### config.mk
export PLATFORM = sky130hd
export DESIGN_NAME = decode_ctrl_stage
export DESIGN_NICKNAME = d
export VERILOG_FILES = /design/src/rtl/wisc_pkg.sv /design/src/rtl/ctrl_decode.sv /design/src/rtl/decode_ctrl_stage.sv
export SDC_FILE = /design/constraint.sdc
export NUM_CORES = 1
export LEC_CHECK = 0
export BUFFER_PORTS_ARGS = -buffer_cell sky130_fd_sc_hd__buf_2
export CORE_UTILIZATION = 44
export DETAILED_ROUTE_END_ITERATION = 8
export PLACE_DENSITY = 0.71
export SLEW_MARGIN = 20
export SYNTH_ARGS = -nofsm -noshare
export SYNTH_HDL_FRONTEND = slang
export SYNTH_HIERARCHICAL = 1
export SYNTH_SLANG_ARGS = --single-unit
### constraint.sdc
create_clock -name clk -period 1.8 [get_ports clk]
set_input_delay 0.18 -clock clk [delete_from_list [all_inputs] [get_ports clk]]
set_output_delay 0.18 -clock clk [all_outputs]
set_load 0.1 [all_outputs]
### src/rtl/wisc_pkg.sv
// Shared definitions for the WISC decode stage: opcode encodings,
// the ID/EX control bundle and the halt-drain FSM states.
package wisc_pkg;

    localparam int CNT_W = 4;

    localparam logic [3:0] OP_ADD    = 4'h0;
    localparam logic [3:0] OP_SUB    = 4'h1;
    localparam logic [3:0] OP_XOR    = 4'h2;
    localparam logic [3:0] OP_RED    = 4'h3;
    localparam logic [3:0] OP_SLL    = 4'h4;
    localparam logic [3:0] OP_SRA    = 4'h5;
    localparam logic [3:0] OP_ROR    = 4'h6;
    localparam logic [3:0] OP_PADDSB = 4'h7;
    localparam logic [3:0] OP_LW     = 4'h8;
    localparam logic [3:0] OP_SW     = 4'h9;
    localparam logic [3:0] OP_LLB    = 4'hA;
    localparam logic [3:0] OP_LHB    = 4'hB;
    localparam logic [3:0] OP_B      = 4'hC;
    localparam logic [3:0] OP_BR     = 4'hD;
    localparam logic [3:0] OP_PCS    = 4'hE;
    localparam logic [3:0] OP_HLT    = 4'hF;

    typedef struct packed {
        logic reg_wren;
        logic mem_to_reg;
        logic mem_wr;
        logic alu_src;
        logic dst_reg_sel;
        logic branch;
    } ctrl_t;

    typedef enum logic [1:0] {
        ST_RUN   = 2'd0,
        ST_DRAIN = 2'd1,
        ST_HALT  = 2'd2
    } state_t;

endpackage

### src/rtl/ctrl_decode.sv
// Pure opcode decoder: produces the six-bit control bundle and a flag
// telling the hazard unit whether the instruction really reads rt.
module ctrl_decode
    import wisc_pkg::*;
(
    input  logic [3:0] opcode,
    output ctrl_t      ctrl,
    output logic       rt_read
);

    // Opcode to control bundle; anything that does not write via rt selects rd.
    always_comb begin
        ctrl             = '0;
        ctrl.dst_reg_sel = 1'b1;
        rt_read          = 1'b0;
        case (opcode)
            OP_ADD, OP_SUB, OP_XOR, OP_PADDSB, OP_RED: begin
                ctrl.reg_wren = 1'b1;
                rt_read       = 1'b1;
            end
            OP_SLL, OP_SRA, OP_ROR: begin
                ctrl.reg_wren = 1'b1;
                ctrl.alu_src  = 1'b1;
            end
            OP_LW: begin
                ctrl.reg_wren    = 1'b1;
                ctrl.mem_to_reg  = 1'b1;
                ctrl.alu_src     = 1'b1;
                ctrl.dst_reg_sel = 1'b0;
            end
            OP_SW: begin
                ctrl.mem_wr  = 1'b1;
                ctrl.alu_src = 1'b1;
                rt_read      = 1'b1;
            end
            OP_LLB, OP_LHB, OP_PCS: begin
                ctrl.reg_wren = 1'b1;
            end
            OP_B, OP_BR: begin
                ctrl.branch = 1'b1;
            end
            OP_HLT: begin
                ctrl.branch = 1'b0;
            end
            default: begin
                ctrl             = '0;
                ctrl.dst_reg_sel = 1'b1;
            end
        endcase
    end

endmodule

### src/rtl/decode_ctrl_stage.sv
// Decode-stage controller: owns the control half of ID/EX, detects
// load-use hazards, flushes on taken branches, freezes on mem_busy and
// drains the pipeline after HLT. DRAIN must lie in 1..15.
module decode_ctrl_stage
    import wisc_pkg::*;
#(
    parameter int RA_W  = 4,
    parameter int DRAIN = 3
) (
    input  logic            clk,
    input  logic            rst,
    input  logic            id_valid,
    input  logic [3:0]      opcode,
    input  logic [RA_W-1:0] rs,
    input  logic [RA_W-1:0] rt,
    input  logic [RA_W-1:0] rd,
    input  logic            branch_taken,
    input  logic            mem_busy,
    output logic            ex_valid,
    output logic            ex_reg_wren,
    output logic            ex_mem_to_reg,
    output logic            ex_mem_wr,
    output logic            ex_alu_src,
    output logic            ex_dst_reg_sel,
    output logic            ex_branch,
    output logic [RA_W-1:0] ex_dst,
    output logic            pc_stall,
    output logic            if_id_stall,
    output logic            if_id_flush,
    output logic            halted
);

    ctrl_t              dec_ctrl_s;
    logic               rt_read_s;
    logic               load_use_s;
    logic               is_hlt_s;

    state_t             state_r;
    state_t             state_nxt_s;
    logic [CNT_W-1:0]   cnt_r;
    logic [CNT_W-1:0]   cnt_nxt_s;
    logic               halted_r;

    logic               ex_valid_r;
    ctrl_t              ex_ctrl_r;
    logic [RA_W-1:0]    ex_dst_r;

    logic               nxt_valid_s;
    ctrl_t              nxt_ctrl_s;
    logic [RA_W-1:0]    nxt_dst_s;
    logic               hold_s;
    logic               pc_stall_s;
    logic               if_id_stall_s;
    logic               if_id_flush_s;

    ctrl_decode u_ctrl_decode (
        .opcode  (opcode),
        .ctrl    (dec_ctrl_s),
        .rt_read (rt_read_s)
    );

    // A load in EX whose destination feeds the instruction in ID; r0 never hazards.
    always_comb begin
        load_use_s = ex_valid_r && ex_ctrl_r.mem_to_reg &&
                     (ex_dst_r != {RA_W{1'b0}}) && id_valid &&
                     ((ex_dst_r == rs) || ((ex_dst_r == rt) && rt_read_s));
        is_hlt_s   = id_valid && (opcode == OP_HLT);
    end

    // Next-state, stall/flush lines and next ID/EX contents, in priority order.
    always_comb begin
        state_nxt_s   = state_r;
        cnt_nxt_s     = cnt_r;
        hold_s        = 1'b0;
        pc_stall_s    = 1'b0;
        if_id_stall_s = 1'b0;
        if_id_flush_s = 1'b0;
        nxt_valid_s   = 1'b0;
        nxt_ctrl_s    = '0;
        nxt_dst_s     = {RA_W{1'b0}};
        if (rst) begin
            state_nxt_s = ST_RUN;
            cnt_nxt_s   = {CNT_W{1'b0}};
        end else if (mem_busy) begin
            hold_s        = 1'b1;
            pc_stall_s    = 1'b1;
            if_id_stall_s = 1'b1;
        end else begin
            case (state_r)
                ST_RUN: begin
                    if (is_hlt_s && !branch_taken && !load_use_s) begin
                        state_nxt_s = ST_DRAIN;
                        cnt_nxt_s   = CNT_W'(DRAIN - 1);
                    end else begin
                        state_nxt_s = ST_RUN;
                    end
                end
                ST_DRAIN: begin
                    if (cnt_r == {CNT_W{1'b0}}) begin
                        state_nxt_s = ST_HALT;
                    end else begin
                        cnt_nxt_s = cnt_r - 4'd1;
                    end
                end
                ST_HALT: begin
                    state_nxt_s = ST_HALT;
                end
                default: begin
                    state_nxt_s = ST_RUN;
                    cnt_nxt_s   = {CNT_W{1'b0}};
                end
            endcase

            if (branch_taken) begin
                if_id_flush_s = 1'b1;
            end else if (state_r != ST_RUN) begin
                pc_stall_s    = 1'b1;
                if_id_stall_s = 1'b1;
            end else if (load_use_s) begin
                pc_stall_s    = 1'b1;
                if_id_stall_s = 1'b1;
            end else if (is_hlt_s) begin
                nxt_valid_s = 1'b0;
            end else if (id_valid) begin
                nxt_valid_s = 1'b1;
                nxt_ctrl_s  = dec_ctrl_s;
                nxt_dst_s   = dec_ctrl_s.dst_reg_sel ? rd : rt;
            end else begin
                nxt_valid_s = 1'b0;
            end
        end
    end

    // ID/EX control register, FSM state, drain counter and halted flag.
    always_ff @(posedge clk) begin
        if (rst) begin
            state_r    <= ST_RUN;
            cnt_r      <= {CNT_W{1'b0}};
            halted_r   <= 1'b0;
            ex_valid_r <= 1'b0;
            ex_ctrl_r  <= '0;
            ex_dst_r   <= {RA_W{1'b0}};
        end else if (!hold_s) begin
            state_r    <= state_nxt_s;
            cnt_r      <= cnt_nxt_s;
            halted_r   <= (state_nxt_s == ST_HALT);
            ex_valid_r <= nxt_valid_s;
            ex_ctrl_r  <= nxt_ctrl_s;
            ex_dst_r   <= nxt_dst_s;
        end
    end

    assign ex_valid       = ex_valid_r;
    assign ex_reg_wren    = ex_ctrl_r.reg_wren;
    assign ex_mem_to_reg  = ex_ctrl_r.mem_to_reg;
    assign ex_mem_wr      = ex_ctrl_r.mem_wr;
    assign ex_alu_src     = ex_ctrl_r.alu_src;
    assign ex_dst_reg_sel = ex_ctrl_r.dst_reg_sel;
    assign ex_branch      = ex_ctrl_r.branch;
    assign ex_dst         = ex_dst_r;
    assign halted         = halted_r;
    assign pc_stall       = pc_stall_s;
    assign if_id_stall    = if_id_stall_s;
    assign if_id_flush    = if_id_flush_s;

endmodule

# Word level (Yosys, flattened, before mapping)
# Cells that the tools add are included.
totals:
  out_inout_bits: 15
  input_bits: 21
  wordCells: 102
  memories: 0
  latchBits: 0
  rom_bits: 0
  ramBits: 0
  reg_bits: 18
classes:
  n_addsub: 1
  order_cmp: 0
  div: 0
  eq_ne: 22
  n_mux: 44
  reduce_logical: 21
  n_bitwise: 3
  multipliers: 0
  n_shift: 0
op_table:
  columns: ["op", "n"]
  rows:
  - ["$mux 4", 9]
  - ["$mux 6", 6]
  - ["$eq 4x4->1 const B", 8]
  - ["$mux 1", 24]
  - ["$eq 4x3->1 const B", 4]
  - ["$pmux 4 s3", 1]
  - ["$reduce_or 12->1", 1]
  - ["$eq 4x2->1 const B", 2]
  - ["$eq 4x4->1", 2]
  - ["$logic_and 1x1->1", 8]
  - ["$logic_not 4->1", 2]
  - ["$mux 2", 3]
  - ["$pmux 2 s3", 1]
  - ["$reduce_or 6->1", 1]
  - ["$reduce_and 5->1", 1]
  - ["$reduce_or 5->1", 1]
  - ["$eq 2x2->1 const B", 2]
  - ["$eq 4x1->1 const B", 1]
  - ["$ne 2x2->1 const B", 2]
  - ["$reduce_bool 4->1", 1]
  - ["$sub 4x1->4 const B", 1]
  - ["$not 1->1", 3]
  - ["$eq 2x1->1 const B", 1]
  - ["$logic_not 1->1", 2]
  - ["4 further kinds", 4]

# Logic depth before layout (Yosys ltp)
# Gate-level depths: netlist of the first run.
depth:
  word_depth: 13
  depth_mapped: 8

# Cells and area by module
# Netlist of the first run, hierarchy kept.
modules_own_cells:
  columns: ["mod", "seq_area_each_um2", "area_each_um2", "instances", "cells_each"]
  rows:
  - ["decode_ctrl_stage", 360.3, 1003.5, 1, 105]
  - ["ctrl_decode", 0.0, 95.1, 1, 13]

# Worst setup path after synthesis of the first run
# OpenSTA, ideal clock, no wires.
synth_timing:
  path_type: "reg2out"
  start: "reg ex_ctrl_r, in the netlist ex_mem_to_reg"
  end: "out pc_stall"
  setup_slack_ps: -2131
  n_path_buf: 1
  t_arrival_ps: 3751
  required_ps: 1620
  path_stages_with_launch: 7
  cell_sequence: "dfxtp_1 > and3_2 > nand2_1 > o22ai_4 > o21bai_1 > a21oi_1 > buf_4"
synth_via:
  elab_chain_len: 9
synth_rtl:
  columns: ["item", "line", "rtl"]
  rows:
  - ["from (decl)", "decode_ctrl_stage.sv:45", "ctrl_t ex_ctrl_r;"]
  - ["from (signal assigned)", "decode_ctrl_stage.sv:148", "ex_ctrl_r <= nxt_ctrl_s;"]
  - ["$logic_and 1x1->1 (2 in series)", "decode_ctrl_stage.sv:64", "load_use_s = ex_valid_r && ex_ctrl_r.mem_to_reg &&"]
  - ["$logic_and 1x1->1 (2 in series)", "decode_ctrl_stage.sv:65", "(ex_dst_r != {RA_W{1'b0}}) && id_valid &&"]
  - ["$mux 1 (5 in series)", null, null]
  - ["to (decl)", "decode_ctrl_stage.sv:27", "output logic pc_stall,"]
# Every way passes these cells.

# Final worst setup path of the first run
layout_timing:
  start: "reg ex_dst_r[0] (netlist: ex_dst[0])"
  end: "out if_id_stall"
layout_via:
  elab_chain_len: 9
layout_rtl:
  columns: ["item", "line", "rtl"]
  rows:
  - ["from (decl)", "decode_ctrl_stage.sv:46", "logic [RA_W-1:0] ex_dst_r;"]
  - ["from (signal assigned)", "decode_ctrl_stage.sv:142", "ex_dst_r <= {RA_W{1'b0}};"]
  - ["from (signal assigned)", "decode_ctrl_stage.sv:149", "ex_dst_r <= nxt_dst_s;"]
  - ["$eq 4x4->1 or $reduce_bool 4->1 (tied branches)", "decode_ctrl_stage.sv:66, decode_ctrl_stage.sv:65", null]
  - ["$logic_and 1x1->1, on equally long branches", "decode_ctrl_stage.sv:66, decode_ctrl_stage.sv:64", null]
  - ["$logic_or 1x1->1 or $logic_and 1x1->1 (tied branches)", "decode_ctrl_stage.sv:66, decode_ctrl_stage.sv:65", null]
  - ["$logic_and 1x1->1 *", "decode_ctrl_stage.sv:65", null]
  - ["$mux 1 *", "decode_ctrl_stage.sv:119", "end else if (load_use_s) begin"]
  - ["$mux 1 *", "decode_ctrl_stage.sv:116", "end else if (state_r != ST_RUN) begin"]
  - ["$mux 1 *", "decode_ctrl_stage.sv:114", "if (branch_taken) begin"]
  - ["$mux 1 *", "decode_ctrl_stage.sv:84", "end else if (mem_busy) begin"]
  - ["$mux 1 *", "decode_ctrl_stage.sv:81", "if (rst) begin"]
  - ["to (decl)", "decode_ctrl_stage.sv:28", "output logic if_id_stall,"]
# Every way passes the cells marked *; elsewhere a longest branch is shown, timed or not.

==> impl_metrics.json, run 1 <==
{
  "netlist_area_um2": 1099,
  "tightest_slew_ns": 0.4755,
  "die_area_um2": 2700,
  "grt_use_total": 0.2331,
  "gp_congestion": 0.8337,
  "grt_max_degree": 13,
  "worstPathCellList": "buf_4, xnor2_2, nand4_1, o22ai_4, o21bai_4, a21oi_4, buf_12",
  "drc": 0,
  "crit_type": "register to output port",
  "ant_nets": 0,
  "hold_viol": 0,
  "antenna_cells": 0,
  "fin_worst_skew_ns": 0.01044,
  "rsz0062_at_grt": "true",
  "cts_hold_buf": 0,
  "instances_no_fill": 196,
  "yosysTopAreaCell": "dfxtp_1",
  "cts_tree": "built",
  "grt_antenna_before_repair": 0,
  "fillCellCount": 180,
  "portBuffers": 35,
  "die_h_um": 51.97,
  "ios": 36,
  "grt_pass1_vias": 1033,
  "cpPeakStageDelay_ns": 0.36,
  "crit_buf_inv": 2,
  "crit_path_end_kind": "output port",
  "maxCapViolations": 0,
  "yosysTopAreaCellShare": 0.3280,
  "hold_path_class": "input port to register",
  "violations": "negative setup slack",
  "area_growth_pct": 41.69,
  "grt-ovfl-total": 0,
  "grt_pass1_wl_um": 4643,
  "async_flop_share": 0,
  "final_cell_mix": "33 x buf_2, 12 x buf_4, 12 x dfxtp_1, 9 x a22o_1",
  "initial_core_util": 0.4827,
  "wirelength_um": 2866,
  "via_per_inst": 5.622,
  "cts_made_buffers": 3,
  "arrival_ns": 1.85,
  "setup_viol": 16,
  "clk_latency_ns": 0.30,
  "ys_ff_latch": 18,
  "worstPathRequired_ns": 1.62,
  "rows": 17,
  "dp_hpwl_um": 2104,
  "critPathMaxFanout": 4,
  "nets": 192,
  "clk_path_buf_depth": 2,
  "ys.flop_type": "dfxtp_1",
  "slowest_stage": "dfxtp_4",
  "finalCritPeriodShare": 1.126,
  "fp.coreArea_um2": 2276,
  "power_density_nw_per_um2": 564.1,
  "min_period_ns": 2.028,
  "synth_seq_area_share": 0.3280,
  "vias": 1102,
  "numClockSinks": 18,
  "netlist-cell-type-count": 42,
  "avgSynthCellArea_um2": 9.310,
  "cts_root_buf": "clkbuf_4",
  "syn_inst": 118,
  "place_inst": 190,
  "slew_headroom": 0.6797,
  "ir_worst_vdd_v": 0.0004035,
  "crit_family": "compound AO/OA/AOI/OAI gates",
  "drt-initial-drc-count": 18,
  "status": "complete, but fails checks",
  "die_w_um": 51.97,
  "timing.fmax_mhz": 493.2,
  "synth_edf_count": 0,
  "final_common_cell": "buf_2",
  "final_util": 0.6839,
  "cp-start-kind": "register",
  "cts.htree.levels": 1,
  "final.setup.tns_ns": -1.183,
  "netlist_top_cells_area": "dfxtp_1 33%, a22o_1 7.2%, xnor2_1 7.2%, mux2_2 4.1%, nand2_1 3.1%",
  "clk_pin_slew_ns": 0.11,
  "layout-drive-gt1-share": 0.5298,
  "p_leak_nw": 0.6908,
  "drt_pre_antenna_iters": 4,
  "ys_warn_count": 6,
  "wire_per_inst_um": 14.62,
  "synthesis.nets": 141,
  "setup_ws_ns": -0.2277,
  "maxSlewViolCount": 0
}
## layer usage
layer	vias to the layer above	GRT usage	wire length, um
li1	540	-	-
met2	33	0.3632	1315
met3	6	0.04678	151
met5	-	0	0
met1	523	0.3133	1351
met4	0	0.08559	48
## final timing paths
check | from | end | slack [ns] | depth (start not counted)
max | ex_dst[0]$_SDFFE_PP0N_ | if_id_stall | -0.23 | 7
min | mem_busy | ex_valid$_SDFFE_PP0N_ | 0.21 | 3
max reg2reg | ex_dst[0]$_SDFFE_PP0N_ | state_r[0]$_SDFFE_PP0N_ | -0.22 | 6
min reg2reg | ex_alu_src$_SDFFE_PP0N_ | ex_alu_src$_SDFFE_PP0N_ | 0.49 | 1
## stage by stage
step / power (mW) / instance area [um2] / hold slack (ns) / setup slack, ns
after floorplan: 0.5879 / 1160 / 0.3173 / -0.4652
after global placement: 0.6577 / 1449 / 0.4569 / 0.002547
after detailed placement: 0.6636 / 1449 / 0.4616 / -0.06886
after CTS: 0.8735 / 1511 / 0.2035 / -0.2198
after global routing: 0.9166 / 1556 / 0.2172 / -0.2887
final: 0.8780 / 1556 / 0.2121 / -0.2277
## cell usage after synthesis, drive strengths merged (3+ instances only)
cell type  count
nor2           8
inv            6
nand4          4
mux2           4
nor3           3
o21ai          3
a21oi          6
a22o          10
nand3          4
nand2          9
and3           3
xnor2          9
dfxtp         18
or4            3
## where the power goes
part           internal, mW  total [mW]  switching [mW]  leakage (nW)
logic                0.0960       0.261           0.165         0.525
registers             0.401       0.409         0.00840         0.151
clock network        0.0808       0.208           0.127        0.0154
## final cells by class
class                           instances  area (um2)  area share
Multi-Input combinational cell         92       783.3      0.5032
Sequential cell                        18       382.9      0.2460
Timing Repair Buffer                   48       306.5      0.1969
Tap cell                               28       35.03     0.02251
Clock buffer                            3       22.52     0.01447
Inverter                                6       22.52     0.01447
Clock inverter                          1       3.754    0.002412
## what timing repair did
item | in CTS | in global routing
cloned | 0 | 1
pin swaps | 1 | 11
buffers inserted | 1 | 0
setup endpoints to repair | 4 | 17
gates resized for setup | 5 | 8
## tightest hold or removal path, cell delays in order
cell,delay (ns)
buf_2,0.16
nand2_1,0.10
a21oi_2,0.05
## cells by family (layout without fill, tap and decap cells)
logic type,Yosys count,after routing,synth area share
adders and majority gates,3,3,0.03189
xor gates and xnor gates,9,9,0.07176
DFF,18,18,0.3280
AOI/OAI and AO/OA,28,28,0.2039
buffers and inverters,8,58,0.03986
and+or+nand+nor,46,46,0.2654
muxes,6,6,0.05922
No activity file was read; power rests on OpenSTA's default activity.
==> run 2: changes to the inputs <==
ABC_AREA = 1   (was not set)
CORE_UTILIZATION = 45   (was 44)
GPL_TIMING_DRIVEN = 0   (was not set)
PLACE_DENSITY = 0.72   (was 0.71)
==> run 2 against run 1 <==
Net effect:
- the flow still finishes with violations (negative setup slack)
- die area rose by 0.75%
- combinational power is 16% lower
- sequential share of layout area grew 1.3 points
- clock power grew 23%
==> impl_metrics.json, run 2 <==
{
  "crit_path_end_kind": "output port",
  "fin_worst_skew_ns": 0.002864,
  "async_flop_share": 0,
  "cp-start-kind": "register",
  "hold_depth": 2,
  "ys_warn_count": 6,
  "maxSlewViolCount": 0,
  "synthTopCellsByCount": "46 x nand2_1, 20 x inv_1, 18 x dfxtp_1",
  "power_density_nw_per_um2": 602.5,
  "grt-ovfl-total": 0,
  "layout-drive-gt1-share": 0.3750,
  "ys.flop_type": "dfxtp_1",
  "yosysTopAreaCellShare": 0.3182,
  "synth_edf_count": 0,
  "met2_usage": 0.4038,
  "syn_inst": 169,
  "grt_pass1_wl_um": 4533,
  "slowest_stage": "dfxtp_4",
  "cts.htree.levels": 1,
  "place_ws_ns": -0.1054,
  "final_cell_mix": "42 x nand2_1, 33 x buf_2, 18 x inv_1, 14 x nor2_1",
  "arrival_ns": 1.64,
  "fin_area_um2": 1456,
  "via_per_inst": 5.148,
  "worstPathRequired_ns": 1.62,
  "power.total_uw": 877.5,
  "dp_hpwl_um": 2122,
  "die_area_um2": 2721,
  "die_w_um": 52.16,
  "clk_latency_ns": 0.29,
  "finalCritPeriodShare": 1.009,
  "min_period_ns": 1.816,
  "grt_use_total": 0.2259,
  "drt-initial-drc-count": 25,
  "netlist-cell-type-count": 30,
  "synth_compound_area_frac": 0.1746,
  "avgSynthCellArea_um2": 6.700,
  "slew_headroom": 0.6619,
  "cts_made_buffers": 3,
  "dpl_cell_area_um2": 1363,
  "ios": 36,
  "numClockSinks": 18,
  "setup_ws_ns": -0.01587,
  "yosys.area_share.simple": 0.3470,
  "cts_hold_buf": 0,
  "tightest_slew_ns": 0.5072,
  "hold_viol": 0,
  "rows": 17,
  "ant_nets": 0,
  "grt_use_met3": 0.05848,
  "critPathMaxFanout": 5,
  "rsz0062_at_grt": "true",
  "final.setup.tns_ns": -0.01587,
  "worstPathCellList": "inv_2, nand2_1, nand2_1, nor2_1, nand3_1, nand2_1, nand2_2, nand2_2, nand3_2, nand2_4, buf_6, buf_12",
  "maxCapViolations": 0,
  "r2r_cells": 9,
  "clk_path_buf_depth": 2,
  "die_h_um": 52.16,
  "synth_seq_area_share": 0.3182,
  "hold_path_class": "input port to register",
  "yosysTopAreaCell": "dfxtp_1",
  "drt_pre_antenna_iters": 4,
  "gp_congestion": 0.8590,
  "wire_per_inst_um": 11.49,
  "p_leak_nw": 0.7023,
  "ys_ff_latch": 18,
  "wirelength_um": 2711,
  "area_growth_pct": 28.62,
  "synth_top_family_by_area": "simple AND/OR/NAND/NOR gates",
  "violations": "negative setup slack",
  "antenna_cells": 0,
  "netlist_top_cells_area": "dfxtp_1 32%, nand2_1 15%, inv_1 6.6%, nand3_1 5.7%, nor2_1 4.6%",
  "crit_type": "register to output port",
  "netlist_area_um2": 1132,
  "setup_viol": 1,
  "final_common_cell": "nand2_1",
  "grt_max_degree": 11,
  "synth_mux_area_frac": 0,
  "yosys.area_share.adder": 0.02210,
  "fillCellCount": 217,
  "nets": 232,
  "synth.most_common_cell": "nand2_1",
  "ir_worst_vdd_v": 0.0005204,
  "cts_tree": "built",
  "cts_root_buf": "clkbuf_4",
  "timing.fmax_mhz": 550.7,
  "grt_use_met1": 0.2651,
  "cpMostUsedCell": "nand2_1",
  "cpPeakStageDelay_ns": 0.39,
  "busiest_layer": "met2",
  "vias": 1215,
  "hold_ws_ns": 0.1762,
  "fp.coreArea_um2": 2297,
  "initial_core_util": 0.4929,
  "portBuffers": 34,
  "grt_pass1_vias": 1102,
  "drc": 0,
  "status": "complete, but fails checks",
  "grt_antenna_before_repair": 0,
  "synthesis.nets": 192,
  "clk_pin_slew_ns": 0.11,
  "synth_xor_area_frac": 0.03094
}
## run 2: final timing paths
check             slack, ns              startpoint               endpoint
setup / recovery      -0.02  ex_dst[3]$_SDFFE_PP0N_               pc_stall
hold / removal         0.18                     rst  ex_valid$_SDFFE_PP0N_
setup reg to reg       0.21   cnt_r[0]$_SDFFE_PP0P_  cnt_r[1]$_SDFFE_PP0P_
hold reg to reg        0.48   ex_valid$_SDFFE_PP0N_  ex_valid$_SDFFE_PP0N_
## run 2: cell families after synthesis
kind of cell / count (synthesis)
simple gates: 89
buf+inv: 29
compound gates: 27
flops: 18
xor+xnor: 4
fa+ha+maj: 2
## run 2: report_power, final
part	internal, mW	total (mW)	switching (mW)
logic	0.0672	0.218	0.150
clock network	0.123	0.255	0.132
registers	0.400	0.405	0.00476
## run 2: per-stage QoR
stage,cells,utilization
2_1_floorplan,169,-
5_1_grt,236,0.6340
4_1_cts,236,0.6264
3_3_place_gp,231,0.5931
3_5_place_dp,231,0.5931
6_report,236,0.6340
## run 2: critical path, delay by kind of cell, from the launching register on
family | cells | cell delay [ns]
buf+inv | 3 | 0.30
simple gates | 9 | 0.67
flops | 1 | 0.39
## run 2: what timing repair did
item / in CTS / in global routing
gates resized for setup: 9 / 8
gates cloned: 0 / 0
pin swaps: 2 / 6
setup endpoints to repair: 2 / 4
buffers inserted: 1 / 0
## run 2: final cells by class
class                           count  area, um2  area share
Multi-Input combinational cell    122      680.7      0.4674
Sequential cell                    18      377.9      0.2594
Timing Repair Buffer               35      198.9      0.1366
Inverter                           24      92.59     0.06357
Clock buffer                        4      36.28     0.02491
Buffer                              5      35.03     0.02405
Tap cell                           28      35.03     0.02405
## run 2: metal layers
layer / part of all wire / vias up / wire (um)
met5: 0 / - / 0
met4: 0.0063 / 0 / 17
met3: 0.051 / 2 / 139
met2: 0.50 / 41 / 1349
met1: 0.44 / 542 / 1206
li1: - / 630 / -
